**config.mk**
```make
export PLATFORM = sky130hd
export DESIGN_NAME = param_counter
export DESIGN_NICKNAME = d
export VERILOG_FILES = /design/src/rtl/param_counter.sv
export SDC_FILE = /design/constraint.sdc
export NUM_CORES = 1
export LEC_CHECK = 0
export ABC_CLOCK_PERIOD_IN_PS = 2100
export CORE_UTILIZATION = 30
export CTS_CLUSTER_SIZE = 10
export DETAILED_ROUTE_END_ITERATION = 8
export PLACE_DENSITY = 0.61
export SYNTH_ARGS = -nofsm -noshare
export SYNTH_HDL_FRONTEND = slang
export SYNTH_SLANG_ARGS = --single-unit
export TNS_END_PERCENT = 50
```
**constraint.sdc**
```tcl
create_clock -name clk -period 2.1 [get_ports clk]
set_clock_uncertainty 0.2 [all_clocks]
set_input_delay 0.42 -clock clk [delete_from_list [all_inputs] [get_ports clk]]
set_output_delay 0.42 -clock clk [all_outputs]
set_load 0.03 [all_outputs]
```
**src/rtl/param_counter.sv**
```systemverilog
// -----------------------------------------------------------------------------
// param_counter
//   Up/down modulo counter with optional saturation and an enable prescaler.
//   A count step happens once every PRESCALE enabled cycles. The count runs
//   between 0 and MOD_MAX. At a limit it either wraps to the other end, with a
//   one-cycle wrap pulse, or holds (SATURATE=1).
//
// Parameters
//   WIDTH    : counter width in bits (1..32)
//   MOD_MAX  : terminal count value (1..2**WIDTH-1)
//   SATURATE : 0 = wrap at the limits, 1 = hold at the limits
//   PRESCALE : enabled cycles per count step (1..65535)
//
// Ports
//   clk      : clock, rising edge
//   rst_n    : synchronous active-low reset
//   en       : count enable; gates the prescaler
//   clr      : synchronous clear (highest priority after reset)
//   load     : synchronous load of min(load_val, MOD_MAX)
//   load_val : value to load
//   up_dn    : direction, 1 = up, 0 = down
//   q        : registered count
//   tc       : terminal count flag, combinational from q and up_dn
//   wrap     : registered one-cycle pulse, high while q shows a wrapped value
// -----------------------------------------------------------------------------
module param_counter #(
  parameter int          WIDTH    = 8,
  parameter int unsigned MOD_MAX  = (2**WIDTH) - 1,
  parameter int          SATURATE = 0,
  parameter int          PRESCALE = 1
) (
  input  logic             clk,
  input  logic             rst_n,
  input  logic             en,
  input  logic             clr,
  input  logic             load,
  input  logic [WIDTH-1:0] load_val,
  input  logic             up_dn,
  output logic [WIDTH-1:0] q,
  output logic             tc,
  output logic             wrap
);

  // The prescaler needs at least one bit even when PRESCALE=1. In that case
  // it stays at 0, which equals PS_LAST, so every enabled cycle is a step.
  localparam int             PS_W    = (PRESCALE > 1) ? $clog2(PRESCALE) : 1;
  localparam logic [PS_W-1:0] PS_LAST = PS_W'(PRESCALE - 1);
  localparam logic [WIDTH-1:0] MAX_VAL = MOD_MAX[WIDTH-1:0];

  logic [WIDTH-1:0] q_reg, q_next;
  logic [PS_W-1:0]  ps_reg, ps_next;
  logic             wrap_reg, wrap_next;

  always_comb begin
    q_next    = q_reg;
    ps_next   = ps_reg;
    wrap_next = 1'b0;

    if (clr) begin
      q_next  = '0;
      ps_next = '0;
    end else if (load) begin
      q_next  = (load_val > MAX_VAL) ? MAX_VAL : load_val;
      ps_next = '0;
    end else if (en) begin
      if (ps_reg == PS_LAST) begin
        // Step cycle. up_dn is only examined here, so direction changes
        // between steps leave the prescaler alone.
        ps_next = '0;
        if (up_dn) begin
          if (q_reg == MAX_VAL) begin
            if (SATURATE == 0) begin
              q_next    = '0;
              wrap_next = 1'b1;
            end
          end else begin
            q_next = q_reg + WIDTH'(1);
          end
        end else begin
          if (q_reg == '0) begin
            if (SATURATE == 0) begin
              q_next    = MAX_VAL;
              wrap_next = 1'b1;
            end
          end else begin
            q_next = q_reg - WIDTH'(1);
          end
        end
      end else begin
        ps_next = ps_reg + PS_W'(1);
      end
    end
  end

  always_ff @(posedge clk) begin
    if (!rst_n) begin
      q_reg    <= '0;
      ps_reg   <= '0;
      wrap_reg <= 1'b0;
    end else begin
      q_reg    <= q_next;
      ps_reg   <= ps_next;
      wrap_reg <= wrap_next;
    end
  end

  assign q    = q_reg;
  assign wrap = wrap_reg;
  assign tc   = up_dn ? (q_reg == MAX_VAL) : (q_reg == '0);

endmodule

```
==> run_results.csv <==
group,metric,value,unit
setup_path,end_kind,"output pin",
synthesis,synth_seq_area_share,0.199,
power_and_ir_drop,vdd_drop_max,0.264,mV
placed_design,place_ws,-0.0316,ns
finish,utilization,0.491,
finish,diodes,0,
synthesis,ys_ff_latch,9,
routing,drc,2,
setup_path,r2r_start,"q[1]",
timing,clock.fmax,467,MHz
finish,largest_reg_flops,8,
die,pin_count,24,
synthesis,ys_warn_count,0,
finish,stdcell_count,187,
finish,register_area,191,sq um
placed_design,dpl_cell_area,0.00129,sq mm
cts,holdBufCountCts,0,
global_routing,grt_overflow,0,
die,core_area,0.00281,sq mm
routing,avgViaCountPerCell,5.55,
cts,cts_tree,"yes",
synthesis,async_flop_share,0,
timing,final.setup.worst_slack,-0.0426,ns
finish,fill_cells,288,
placed_design,port_buffers,23,
outcome,outcome,"complete, but fails checks",
finish,drive_above_1_share,0.301,
min_path,min_from,"q[7]",
finish,final_cell_mix,"buf_4 (23), clkdlybuf4s50_1 (18), a31oi_1 (8), nor3_1 (7)",
synthesis,synth.net_count,131,
synthesis,synth.avg_cell_area,7.95,sq um
timing,whs,0.411,ns
cts,numCtsBuffers,3,
die,dieArea,0.00324,sq mm
timing,setup_viol,1,
cts,clk_path_buf_depth,2,
synthesis,synth_area,906,sq um
power_and_ir_drop,power_density,438,mW/mm^2
outcome,violations,"DRC, setup timing",
setup_path,critPathRequiredTime,1.48,ns
cts,cts.clk_slew.worst_paths,0.07,ns
synthesis,synth-main-ff-cell,"dfxtp_1",
min_path,hold_class,"reg2reg",
routing,drt_iter0_markers,41,
finish,nets,174,
finish,multi_input_area,688,sq um
setup_path,cp.arrival,1.52,ns
timing,timing.final.crit_share,1.02,
routing,route.vias.total,1038,
placed_design,place_congestion,0.850,
setup_path,cp_max_fo,3,
cts,cts.sinks,9,
die,num_rows,19,
timing,fin_crit,2.14,ns
finish,stdcell_area,0.00138,sq mm
global_routing,grt_pass1_vias,991,
global_routing,antenna_found_initial,0,
timing,drv_slew,0,
routing,firstDrtPassIters,6,
die,die_x,57.0,microns
finish,final_common_cell,"buf_4",
placed_design,dp_hpwl,2.18,mm
placed_design,dp_cells,181,
cts,cts.root.buffer_cell,"clkbuf_4",
die,fp.dieH,57.0,microns
global_routing,grt_max_degree,16,
synthesis,synth-edff-count,0,
timing,finalHoldViolCount,0,
routing,wl_per_cell,15.5,microns
synthesis,synthCells,114,
finish,synthToLayoutAreaGrowth,51.9,%
routing,final_antenna_net_count,0,
setup_path,crit_type,"reg2out",
die,start_util,0.323,
global_routing,gr-usage-all-layers,0.186,
global_routing,grt_pass1_wl,4.65,mm
timing,max_slew_margin,0.765,
setup_path,cp-start-kind,"flop",
routing,routed_wl,2.90,mm
power_and_ir_drop,p_leak,0.000528,uW
timing,rsz0062_at_grt,"true",
cts,clock_latency,0.27,ns
timing,tightest_slew,0.352,ns
cts,cts_htree_levels,1,
setup_path,cp-startpoint,"q[0]",
synthesis,synth_cell_types,48,
run,maxCapViolCount,0,
-- layout make-up --
type                       instances  area share
inverter                           6      0.0200
clock inverter                     1     0.00364
multi-input combinational         91       0.500
timing repair buffer              46       0.293
tap                               31      0.0282
clock buffer                       3      0.0164
sequential                         9       0.139
-- routing by layer --
metal	global-route usage	routed length, microns
met1	0.250	1260
met4	0.0314	25
met3	0.0431	215
met5	0	0
met2	0.309	1390
-- path summary, 6_finish.rpt --
path	endpoint	slack (ns)	cells after the start
worst max-delay path	tc	-0.04	5
worst min register to register	q[7]	0.41	2
worst max register to register	q[3]	0.22	7
worst min-delay path	q[7]	0.41	2
-- worst max-delay path, cell delays in order (launching register included) --
cell and delay, ns:
dfxtp_4 0.38, ha_4 0.14, nand4_1 0.14, nor3_2 0.26
o21bai_4 0.17, buf_6 0.15
-- power by group --
| group | total [uW] | leakage, uW | switching (uW) | internal, uW |
|---|---|---|---|---|
| sequential | 194 | 0.0000763 | 15.5 | 179 |
| combinational | 264 | 0.000434 | 128 | 135 |
| clock | 145 | 0.0000177 | 74.6 | 70.6 |
-- cells in the mapped netlist (2+ instances only) --
| master | n | area (sq um) |
|---|---|---|
| a21o_1 | 2 | 15.0 |
| ha_1 | 3 | 37.5 |
| a21oi_1 | 4 | 20.0 |
| nand2b_1 | 4 | 25.0 |
| nor2b_1 | 3 | 18.8 |
| nand3_1 | 4 | 20.0 |
| buf_2 | 5 | 25.0 |
| o21ai_0 | 3 | 15.0 |
| or3_1 | 3 | 18.8 |
| inv_1 | 5 | 18.8 |
| nand4_1 | 2 | 12.5 |
| nor3_2 | 2 | 20.0 |
| o21ai_1 | 2 | 10.0 |
| buf_4 | 2 | 15.0 |
| nand4b_1 | 2 | 17.5 |
| nand2_1 | 4 | 15.0 |
| o211ai_1 | 4 | 30.0 |
| dfxtp_1 | 9 | 180 |
| o21a_1 | 3 | 22.5 |
| nor3_1 | 7 | 35.0 |
| nor2_1 | 4 | 15.0 |
| a31oi_1 | 8 | 50.1 |
| xnor2_1 | 4 | 35.0 |
-- kinds of logic (layout without fill, tap and decap cells) --
logic type	Yosys count	count (layout)	synth area share
multiplexers	2	2	0.0235
flip-flops	9	9	0.199
AND/OR/NAND/NOR	45	45	0.327
adder cells (fa/ha/maj)	3	3	0.0414
AO/OA/AOI/OAI	37	37	0.289
buffers and inverters	14	56	0.0815
XOR/XNOR	4	4	0.0387
-- through the flow --
step,setup TNS [ns],total power [uW]
2_1_floorplan,-0.00439,343
3_3_place_gp,-0.0228,441
3_5_place_dp,-0.0316,444
4_1_cts,-0.0513,600
5_1_grt,-0.114,639
6_report,-0.0426,603
-- what timing repair did --
item | CTS | global route
pin swaps | 1 | 4
setup endpoints to repair | 5 | 2
gates cloned | 0 | 0
setup buffers | 2 | 0
resized for setup | 6 | 14
endpoints found under the hold margin | 0 | 0
Note: power is estimated with default switching activity, not from simulation.
